`src/rtl/mem_arbiter_pkg.sv`:
```
// Shared types and helpers for the multi-core data-RAM arbiter.
package mem_arbiter_pkg;

  typedef enum logic {
    IDLE = 1'b0,
    OWN  = 1'b1
  } state_t;

  localparam int unsigned MIN_IDX_W = 1;

  // Index width for n items; a single item still needs one bit.
  function automatic int unsigned idx_w(input int unsigned n);
    if (n > 1) return unsigned'($clog2(n));
    return MIN_IDX_W;
  endfunction

  // Low bit of slice i in a packed per-channel bus of w-bit slices.
  function automatic int unsigned slice_lo(input int unsigned i, input int unsigned w);
    return i * w;
  endfunction

endpackage

```
`src/rtl/rr_picker.sv`:
```
// Combinational round-robin pick: first set request at or after start, with wrap.
module rr_picker #(
  parameter int unsigned NUM_CH = 2,
  parameter int unsigned IDX_W  = 1
) (
  input  logic [NUM_CH-1:0] req,
  input  logic [IDX_W-1:0]  start,
  output logic              found,
  output logic [IDX_W-1:0]  grant
);

  logic             hi_found;
  logic [IDX_W-1:0] hi_idx;
  logic [IDX_W-1:0] lo_idx;

  // Descending scan so the lowest qualifying index is the one left standing.
  always_comb begin
    hi_found = 1'b0;
    hi_idx   = '0;
    lo_idx   = '0;
    for (int i = int'(NUM_CH) - 1; i >= 0; i--) begin
      if (req[i]) begin
        lo_idx = IDX_W'(i);
        if (i >= int'(start)) begin
          hi_found = 1'b1;
          hi_idx   = IDX_W'(i);
        end
      end
    end
  end

  assign found = |req;
  assign grant = hi_found ? hi_idx : lo_idx;

endmodule

```
`src/rtl/mem_arbiter.sv`:
```
// Round-robin arbiter sharing one single-port data RAM between NUM_CH cores,
// with bounded burst ownership and tagged, registered read return.
module mem_arbiter
  import mem_arbiter_pkg::*;
#(
  parameter int unsigned NUM_CH    = 2,
  parameter int unsigned ADDR_W    = 8,
  parameter int unsigned DATA_W    = 8,
  parameter int unsigned MAX_BURST = 4,
  parameter int unsigned RD_LAT    = 1
) (
  input  logic                     CLK,
  input  logic                     rst,
  input  logic [NUM_CH-1:0]        rden,
  input  logic [NUM_CH-1:0]        wren,
  input  logic [NUM_CH*ADDR_W-1:0] Address,
  input  logic [NUM_CH*DATA_W-1:0] Din,
  output logic [NUM_CH-1:0]        acq,
  output logic [NUM_CH*DATA_W-1:0] Dq,
  output logic [NUM_CH-1:0]        rvalid,
  output logic [ADDR_W-1:0]        RAMAddress,
  output logic [DATA_W-1:0]        RAMDin,
  output logic                     RAMwren,
  input  logic [DATA_W-1:0]        RAMq
);

  localparam int unsigned IDX_W = idx_w(NUM_CH);
  localparam int unsigned CNT_W = idx_w(MAX_BURST);

  state_t           state, state_n;
  logic [IDX_W-1:0] owner, owner_n, owner_inc, rr, rr_n;
  logic [CNT_W-1:0] cnt, cnt_n;
  logic [NUM_CH-1:0] req, acq_n, pick_req;
  logic [IDX_W-1:0] pick_start, pick_grant;
  logic             pick_found;
  logic             rd_push;

  logic [ADDR_W-1:0] addr_ch [NUM_CH];
  logic [DATA_W-1:0] din_ch  [NUM_CH];
  logic [DATA_W-1:0] dq_r    [NUM_CH];
  logic              pipe_v  [RD_LAT];
  logic [IDX_W-1:0]  pipe_ch [RD_LAT];

  for (genvar g = 0; g < NUM_CH; g++) begin : g_slice
    assign addr_ch[g] = Address[slice_lo(g, ADDR_W) +: ADDR_W];
    assign din_ch[g]  = Din[slice_lo(g, DATA_W) +: DATA_W];
    assign Dq[slice_lo(g, DATA_W) +: DATA_W] = dq_r[g];
  end

  assign req       = rden | wren;
  assign owner_inc = (owner == IDX_W'(NUM_CH - 1)) ? '0 : owner + IDX_W'(1);

  // From IDLE search from rr; while owning, search the other channels starting after the owner.
  always_comb begin
    pick_req   = req;
    pick_start = rr;
    if (state == OWN) begin
      pick_req   = req & ~(NUM_CH'(1) << owner);
      pick_start = owner_inc;
    end
  end

  rr_picker #(
    .NUM_CH (NUM_CH),
    .IDX_W  (IDX_W)
  ) u_picker (
    .req   (pick_req),
    .start (pick_start),
    .found (pick_found),
    .grant (pick_grant)
  );

  always_comb begin
    state_n = state;
    owner_n = owner;
    cnt_n   = cnt;
    rr_n    = rr;
    case (state)
      IDLE: begin
        if (|req) begin
          state_n = OWN;
          owner_n = pick_grant;
          cnt_n   = '0;
        end
      end
      OWN: begin
        if (req[owner] && (cnt < CNT_W'(MAX_BURST - 1))) begin
          cnt_n = cnt + CNT_W'(1);
        end else if (pick_found) begin
          owner_n = pick_grant;
          cnt_n   = '0;
          rr_n    = owner_inc;
        end else if (req[owner]) begin
          cnt_n = '0;
        end else begin
          state_n = IDLE;
          rr_n    = owner_inc;
        end
      end
      default: state_n = IDLE;
    endcase
    acq_n = (state_n == OWN) ? (NUM_CH'(1) << owner_n) : '0;
  end

  // RAM port follows the current owner; a write wins over a simultaneous read.
  assign RAMwren    = (state == OWN) && wren[owner];
  assign RAMAddress = (state == OWN) ? addr_ch[owner] : '0;
  assign RAMDin     = (state == OWN) ? din_ch[owner] : '0;
  assign rd_push    = (state == OWN) && rden[owner] && !wren[owner];

  always_ff @(posedge CLK or negedge rst) begin
    if (!rst) begin
      state  <= IDLE;
      owner  <= '0;
      cnt    <= '0;
      rr     <= '0;
      acq    <= '0;
      rvalid <= '0;
      for (int unsigned i = 0; i < NUM_CH; i++) dq_r[i] <= '0;
      for (int unsigned k = 0; k < RD_LAT; k++) begin
        pipe_v[k]  <= 1'b0;
        pipe_ch[k] <= '0;
      end
    end else begin
      state      <= state_n;
      owner      <= owner_n;
      cnt        <= cnt_n;
      rr         <= rr_n;
      acq        <= acq_n;
      pipe_v[0]  <= rd_push;
      pipe_ch[0] <= owner;
      for (int unsigned k = 1; k < RD_LAT; k++) begin
        pipe_v[k]  <= pipe_v[k-1];
        pipe_ch[k] <= pipe_ch[k-1];
      end
      rvalid <= '0;
      if (pipe_v[RD_LAT-1]) begin
        rvalid[pipe_ch[RD_LAT-1]] <= 1'b1;
        dq_r[pipe_ch[RD_LAT-1]]   <= RAMq;
      end
    end
  end

endmodule
```
`config.mk`:
```
export PLATFORM = sky130hd
export DESIGN_NAME = mem_arbiter
export DESIGN_NICKNAME = d
export VERILOG_FILES = /design/src/rtl/mem_arbiter_pkg.sv /design/src/rtl/rr_picker.sv /design/src/rtl/mem_arbiter.sv
export SDC_FILE = /design/constraint.sdc
export NUM_CORES = 1
export LEC_CHECK = 0
export CAP_MARGIN = 25
export CORE_ASPECT_RATIO = 0.5
export CORE_MARGIN = 5
export CORE_UTILIZATION = 38
export DETAILED_ROUTE_END_ITERATION = 10
export PLACE_DENSITY_LB_ADDON = 0.15
export SLEW_MARGIN = 30
export SYNTH_ARGS = -nofsm -noshare
export SYNTH_HDL_FRONTEND = slang
export SYNTH_SLANG_ARGS = --single-unit
export TNS_END_PERCENT = 20
```
`constraint.sdc`:
```
create_clock -name CLK -period 1.5 [get_ports CLK]
set_input_delay 0.45 -clock CLK [delete_from_list [all_inputs] [get_ports CLK]]
set_output_delay 0.45 -clock CLK [all_outputs]
set_load 0.02 [all_outputs]
```
* Yosys cells after proc, flatten, opt, wreduce, memory -nomap -nowiden *
Index checks and enable logic that the tools add are counted.

operators by class
  divide/modulo/power cells = 0
  muxes and demuxes = 47
  equality and inequality tests = 3
  reductions and logical operators = 11
  multiply operators = 0
  order comparisons = 8
  $add $sub $neg = 2
  bitwise logic cells = 7
  shift-type cells = 2

operators with widths
  operator               count
  $mux W8                9
  $mux W1                25
  $bwmux W16             1
  $mux W2                7
  $demux W8 S1           1
  $logic_and A1 B1 Y1    6
  $ge A2 B2 Y1 const B   2
  $lt A1 B2 Y1 const B   2
  $ne A2 B2 Y1 const B   2
  $ne A4 B1 Y1 const B   1
  $not A1 Y2             2
  $pmux W1 S2            2
  $pmux W2 S2            1
  $reduce_or A2 Y1       2
  $shl A1 B1 Y2 const A  2
  $reduce_and A3 Y1      1
  $add A2 B1 Y2 const B  1
  $and A2 B2 Y2          1
  $lt A2 B1 Y1 const B   1
  $lt A2 B2 Y1 const B   1
  $not A1 Y1             2
  $not A2 Y2             1
  $or A2 B2 Y2           1
  $reduce_and A2 Y1      1
  5 further kinds        5

word-level totals
  word-level logic and storage cells = 90
  output and inout bits = 37
  bits in registers = 27
  memories = 0
  bits in read-only memories = 0
  latch bits = 0
  RAM bits = 0

* Longest topological paths before layout *
Gate-level depths: netlist (run 1).

  depth in word-level cells = 13
  mapped depth = 5
  mapped depth without buffers = 4

* By module *
A second synthesis (run 1) with hierarchy kept.

unflattened totals
  cell total of the unflattened synthesis = 126
  area, all modules = 1,467.7 um^2

modules (own cells, without submodules)
  module       cells each  area each (um^2)  times used
  mem_arbiter  123         1,450.1           1
  rr_picker    3           17.5              1

* Least setup slack after synthesis (run 1) *
No wires, ideal clock.

  path kind = register to output
  start point = reg owner
  end point = out RAMAddress[0]
  path buffers = 2
  setup slack = -0.043 ns
  arrival time = 1.093 ns
  cell stages (with the launch flop) = 5
  data required time = 1.050 ns
  cells stage by stage = dfrtp_1 -> buf_4 -> buf_6 -> mux2i_1 -> nor2b_1

between the ends
  longest elaborated chain between the ends = 5

ends and longest elaborated chain
  item                                        line                RTL
  start, declared                             mem_arbiter.sv:31   logic [IDX_W-1:0] owner, owner_n, owner_inc, rr, rr_n;
  start signal, assigned                      mem_arbiter.sv:126  owner <= owner_n;
  $not A1 Y2 (implied by the code)            mem_arbiter.sv:107  assign RAMAddress = (state == OWN) ? addr_ch[owner] : '0;
  $mux W8 (implied by the code) (3 in a row)  mem_arbiter.sv:107
  $mux W8                                     mem_arbiter.sv:107
  end, declared                               mem_arbiter.sv:21   output logic [ADDR_W-1:0] RAMAddress,

No other way between the ends. The select of a mux whose other input is x is not followed.

* Worst setup path after layout (run 1) *
  start point = reg owner
  end point = out RAMAddress[2]

The elaborated chain is that of the path after synthesis.

==> metrics.md, run 1 <==
| Metric | Value |
|---|---|
| Status | complete, but fails checks |
| Failing checks | negative setup slack |
| RSZ-0062 raised after global routing | yes |
| CP required | 1.05 ns |
| Yosys cell types | 31 |
| Die area | 5172 µm² |
| Mux contribution to synthesized area | 26.55% |
| Final WL | 3886 µm |
| Clk_skew | 0.004075 ns |
| CP Depth | 4 |
| Rows | 15 |
| CP endpoint | RAMAddress[2] |
| Post-synth top area cell | dfrtp_1 |
| Final setup viols | 20 |
| Setup crit end kind | output port |
| Worst R2R Path Depth | 7 |
| Most common cell in the netlist | dfrtp_1 |
| Worst-path cell chain | buf_12, mux2i_2, nor2b_2, buf_6 |
| Reg-to-reg startpoint | owner |
| # clock sinks | 27 |
| GRT Total Usage | 15.61% |
| Period utilization | 117.8% |
| Antenna cells | 0 |
| Largest family of logic cells by synthesized area | multiplexers |
| Reg2Reg Setup Slack | -0.06 ns |
| Worst path bufs/invs | 2 |
| Yosys warns | 0 |
| EDFF count, synth | 0 |
| Die span in x | 96.84 µm |
| Crit-path leading delay family | flip-flops |
| Post-Route Utilization | 69.79% |
| Cells after synthesis | 117 |
| Sequential fraction of the synthesis area | 47.16% |
| Drt first pass iters | 5 |
| Final nets | 259 |
| CTS tree | yes |
| # IOs | 83 |
| Area Overhead vs Synth | 71.88% |
| Mapped Avg Cell Area | 12.24 µm² |
| Share of the synthesized area in the top cell type | 47.16% |
| Core ar. | 3528 µm² |
| Worst ir drop on vdd | 0.0005873 V |
| Deepest clock path buffer count | 2 |
| Max-slew headroom | 84.01% |
| Critical Setup Path Class | reg2out |
| Chip Height | 53.42 µm |
| First-pass GRT wire length | 6320 µm |
| Clock transition at path regs | 0.09 ns |
| Fillers | 274 |
| Post-Synth Adder-Cell Area | 0.8734% |
| Hold Violations, Final | 0 |
| Root Buffer | clkbuf_8 |
| Fin area | 2462 µm² |
| Final HPWL from detailed placement | 2933 µm |
| Placed Area | 2387 µm² |
| Detailed-route wire length per cell | 14.83 µm |
| Compound-Gate Fraction of Synth Area | 7.336% |
| Asr flop ratio synth | 100.0% |
| Clk Latency, worst-skew pair | 0.27 ns |
| Crit-path max FO | 6 |
| P_leak | 1.124 nW |
| Largest net degree at the start of global routing | 28 |
| Number of remaining DRC errors | 0 |
| Via density | 4.733 |
| Post-Syn Area | 1433 µm² |
| Maxcap violations | 0 |
| Via count | 1240 |
| Hold Crit Class | reg2reg |
| Critical path's slowest cell | dfrtp_2 |
| Pins Over Slew Limit | 0 |
| CTS Buf Count | 3 |
| # hold bufs at CTS | 0 |
| GRT overflow | 0 |
| Starting DRC count in detailed routing | 87 |
| Power Total | 3.940 mW |
| Vias in the first global route | 1359 |
| Min Tclk post-route | 1.767 ns |
| Synth Net Count | 164 |
| Worst slew pin tran | 0.2399 ns |
| DRT antenna net count | 0 |
| I/O Buffers | 82 |
| H-tree levels | 1 |
| Critical Path Start Type | register |
| Simple-gate share of the synthesized area | 13.19% |
| Register bit count reported by yosys | 27 |
| Worst flop-to-flop path endpoint | acq[1] |
| Pwr dens | 1600 nW/µm² |
| FMAX | 565.9 MHz |
| Initial antenna violation count | 0 |
| Ys flop type | dfrtp_1 |
| CP peak stage delay | 0.48 ns |
| Fraction of layout cells with a size suffix above 1 | 26.54% |
| Final GP Congestion | 0.8665 |
| CP arrival | 1.32 ns |
| Starting Density | 40.60% |
| Final worst setup slack | -0.2672 ns |
| Synth top area cells | dfrtp_1, mux2i_1, nor2b_1, mux2_4, mux2_1 |
| XOR/XNOR Fraction of Synth Area | 0.6114% |
| Top cells by count, synth | dfrtp_1, nor2b_1, mux2i_1, mux2_1, mux2_4 |
| Setup crit start | owner |
==> worst min path at each step <==
stage	cells past startpoint	slack [ns]	end	from
finish	1	0.49	Dq[13]	Dq[13]
CTS	1	0.50	Dq[13]	Dq[13]
detailed placement	1	0.48	Dq[13]	Dq[13]
global placement	1	0.47	Dq[13]	Dq[13]
floorplan	0	0.15	Dq[0]	rst
global route	1	0.52	Dq[13]	Dq[13]
==> state kept, by name, indices dropped and copies added, names as in the netlist <==
name / count
acq: 2
pipe_ch: 1
rvalid: 2
pipe_v: 1
state: 1
owner: 1
Dq: 16
cnt: 2
rr: 1
==> cells in the final DEF, fill, tap and decap left out, types with 5 or more instances in the layout <==
cell type / count
dfrtp_1: 26
mux2_4: 8
mux2i_1: 13
buf_12: 5
nor2b_1: 17
mux2_1: 8
clkdlybuf4s50_1: 45
dlygate4sd2_1: 20
buf_4: 22
==> per-layer routing <==
metal | GRT usage (%) | routed length [µm]
met5 | 0 | 0
met4 | 4.196 | 19
met3 | 6.842 | 409
met2 | 30.82 | 1890
met1 | 15.32 | 1567
==> area by class of cell <==
type                    instances  area [µm²]  area share [%]
clock buffers                   3       41.29           1.677
repair buffers                 96       935.9           38.01
well taps                      51       63.81           2.591
flip-flops and latches         27       676.9           27.49
inverters                       3       11.26          0.4573
clock inverters                 1       7.507          0.3049
multi-input cells              81       725.7           29.47
==> report_power, final <==
part           switching (mW)  internal, mW  leakage (nW)
Clock                   0.219         0.188        0.0217
Sequential              0.191          1.05         0.319
Combinational            1.09          1.21         0.784
Total                    1.50          2.44          1.12
==> cells by family after synthesis <==
group                    after synthesis
AO/OA/AOI/OAI                         16
XOR/XNOR                               1
adder cells (fa/ha/maj)                1
buffers and inverters                  9
flip-flops                            27
multiplexers                          33
AND/OR/NAND/NOR                       30
==> per-stage QoR <==
stage	setup TNS [ns]	setup WS, ns	hold slack [ns]	std cells
after floorplan	-0.4458	-0.04277	0.1544	117
after global placement	-11.57	-0.6680	0.4734	254
after detailed placement	-12.00	-0.6938	0.4799	254
after CTS	-5.513	-0.3681	0.4965	263
after global routing	-5.362	-0.3330	0.5151	262
final	-4.182	-0.2672	0.4901	262
==> repair_timing <==
action / in CTS / in global routing
gates resized for setup: 117 / 1
gates cloned: 2 / 0
buffers inserted: 3 / 1
pin swaps: 1 / 0
setup endpoints to repair: 37 / 21
No activity file was read; power rests on OpenSTA's default activity.
==> inputs of run 2 (changes only) <==
--- a/config.mk
+++ b/config.mk
@@ -5,10 +5,11 @@
 export SDC_FILE = /design/constraint.sdc
 export NUM_CORES = 1
 export LEC_CHECK = 0
+export ABC_AREA = 1
 export CAP_MARGIN = 25
 export CORE_ASPECT_RATIO = 0.5
 export CORE_MARGIN = 5
-export CORE_UTILIZATION = 38
+export CORE_UTILIZATION = 36
 export DETAILED_ROUTE_END_ITERATION = 10
 export PLACE_DENSITY_LB_ADDON = 0.15
 export SLEW_MARGIN = 30
==> metrics.md, run 2 <==
| Metric | Value |
|---|---|
| Final GP Congestion | 0.8570 |
| CP Depth | 4 |
| CP arrival | 1.41 ns |
| CP required | 1.05 ns |
| Failing checks | negative setup slack |
| Hold Crit Class | reg2reg |
| Via density | 4.467 |
| Pwr dens | 1826 nW/µm² |
| Period utilization | 124.0% |
| I/O Buffers | 82 |
| Share of the synthesized area in the top cell type | 52.84% |
| Cells after synthesis | 140 |
| Reg2Reg Setup Slack | 0.19 ns |
| Clock share of power | 9.6% |
| Sw Share | 44.05% |
| CP endpoint | RAMAddress[5] |
| CTS Buf Count | 3 |
| Hold Violations, Final | 0 |
| P_leak | 1.137 nW |
| Max FFs per register | 16 |
| Power Total | 4.068 mW |
| Area Overhead vs Synth | 74.27% |
| Starting DRC count in detailed routing | 12 |
| CP peak stage delay | 0.45 ns |
| Internal | 2.276 mW |
| GR peak layer | met2 |
| Crit-path leading delay family | flip-flops |
| Die area | 4916 µm² |
| GRT Total Usage | 14.99% |
| Worst slew pin tran | 0.4560 ns |
| Sequential fraction of the synthesis area | 52.84% |
| Critical Path Start Type | register |
| Die span in x | 94.29 µm |
| Post-Syn Area | 1279 µm² |
| Rows | 15 |
| Min Tclk post-route | 1.861 ns |
| Largest net degree at the start of global routing | 28 |
| Drt first pass iters | 4 |
| Clk Latency, worst-skew pair | 0.26 ns |
| Status | complete, but fails checks |
| Pins Over Slew Limit | 0 |
| Fillers | 302 |
| Yosys cell types | 23 |
| Setup crit start | state |
| Final nets | 286 |
| Critical Setup Path Class | reg2out |
| Comb pwr share | 60.3% |
| Grt met2 use | 25.82% |
| Max-slew headroom | 69.53% |
| Post-placement setup slack | -0.7757 ns |
| Commonest non-fill, non-tap cell in the layout | clkdlybuf4s50_1 |
| Synth Net Count | 187 |
| # IOs | 83 |
| # placed instances | 281 |
| GRT met1 Usage | 18.35% |
| Post-synth top area cell | dfrtp_1 |
| Fin cells | 289 |
| RSZ-0062 raised after global routing | yes |
| Root Buffer | clkbuf_8 |
| GRT overflow | 0 |
| Sequential power share | 30.1% |
| # clock sinks | 27 |
| EDFF count, synth | 0 |
| Clock transition at path regs | 0.08 ns |
| H-tree levels | 1 |
| DRT antenna net count | 0 |
| Yosys warns | 0 |
| Switching pwr | 1.792 mW |
| Register bit count reported by yosys | 27 |
| Asr flop ratio synth | 100.0% |
| First-pass GRT wire length | 5623 µm |
| FMAX | 537.5 MHz |
| Ys flop type | dfrtp_1 |
| Chip Height | 52.15 µm |
| Detailed-route wire length per cell | 12.60 µm |
| Mapped Avg Cell Area | 9.134 µm² |
| Synth top area cells | dfrtp_1, a22o_1, nand2_1, o21ai_0, inv_1 |
| Final WL | 3642 µm |
| Starting Density | 37.23% |
| Worst R2R Path Depth | 6 |
| Fraction of layout cells with a size suffix above 1 | 22.27% |
| Final worst setup slack | -0.3606 ns |
| Clk_skew | 0.001447 ns |
| Final setup viols | 17 |
| Worst flop-to-flop path endpoint | pipe_v |
| Via count | 1291 |
| Deepest clock path buffer count | 2 |
| Core ar. | 3435 µm² |
| Worst ir drop on vdd | 0.0006954 V |
| Worst path bufs/invs | 2 |
| Reg-to-reg startpoint | state |
| Setup crit end kind | output port |
| Initial antenna violation count | 0 |
| Number of remaining DRC errors | 0 |
| Top cells by count, synth | nand2_1, dfrtp_1, a22o_1, inv_1, o21ai_0 |
| Vias in the first global route | 1234 |
| Final HPWL from detailed placement | 2891 µm |
| Crit-path max FO | 8 |
| Antenna cells | 0 |
| CTS tree | yes |
| Met3 Usage GRT | 4.046% |
| Critical path's slowest cell | dfrtp_1 |
| Leading cell types in the layout, fill and taps excluded | clkdlybuf4s50_1, nand2_1, dfrtp_1 |
| Setup total negative slack | -5.488 ns |
| Maxcap violations | 0 |
| Most common cell in the netlist | nand2_1 |
| Worst-path cell chain | nand2_4, clkinvlp_4, a22o_1, buf_2 |
[run 2: cell types whose count changed after synthesis, sizes merged, moves of 2 or more]
cell	previous run	this run
nand2	1	35
nand3	0	3
a22o	1	16
mux2	16	0
a31oi	2	0
inv	3	20
o21ai	4	21
or2	2	0
mux2i	17	0
buf	5	3
nor2b	20	0
[run 2: per-layer routing]
metal	share of wire [%]	vias to the layer above
li1	-	663
met1	43	594
met2	51	29
met3	5.1	5
met4	0.80	0
met5	0	-
[run 2: cells by family (layout without fill, tap and decap cells)]
family                   count (synthesis)  in the layout  share of synthesized area [%]
AND/OR/NAND/NOR                         46             46                          15.75
buffers and inverters                   24            122                          8.316
adder cells (fa/ha/maj)                  1              1                         0.9783
AO/OA/AOI/OAI                           42             42                          22.11
flip-flops                              27             27                          52.84
[run 2: per-stage QoR]
stage | instance area (µm²) | hold WS, ns | util (%)
6_report | 2228 | 0.4412 | 64.88
3_5_place_dp | 2235 | 0.4352 | 65.06
5_1_grt | 2228 | 0.4614 | 64.88
3_3_place_gp | 2235 | 0.4296 | 65.06
4_1_cts | 2217 | 0.4472 | 64.55
2_1_floorplan | 1279 | 0.1544 | -
[run 2: power by group through the flow]
stage | Combinational (mW) | Clock, mW | Sequential [mW]
finish | 2.45 | 0.392 | 1.22
global placement | 2.65 | 0 | 1.25
global route | 2.67 | 0.438 | 1.27
CTS | 2.47 | 0.402 | 1.23
detailed placement | 2.69 | 0 | 1.25
floorplan | 1.11 | 0 | 1.56
[run 2: cell type report]
type	instances	area, µm²	share of cell area (%)
clock buffers	4	45.04	2.021
multi-input cells	89	515.5	23.13
repair inverters	1	7.507	0.3369
inverters	20	82.58	3.706
repair buffers	97	838.3	37.62
flip-flops and latches	27	675.6	30.32
well taps	51	63.81	2.864
[run 2: worst min-delay path by stage]
stage / startpoint / end / slack, ns / cells past startpoint
5_1_grt: pipe_ch / rvalid[0] / 0.46 / 1
6_report: owner / pipe_ch / 0.44 / 0
4_1_cts: pipe_ch / rvalid[0] / 0.45 / 1
2_1_floorplan: rst / Dq[0] / 0.15 / 0
3_5_place_dp: pipe_ch / rvalid[0] / 0.44 / 1
3_3_place_gp: pipe_ch / rvalid[0] / 0.43 / 1
[run 2: what timing repair did]
| action | CTS | global route |
|---|---|---|
| hold buffers | 0 | 0 |
| resized for setup | 94 | 4 |
| cloned | 1 | 0 |
| pin swaps | 1 | 0 |
| buffers inserted | 3 | 0 |
| endpoints found under the setup margin | 37 | 23 |
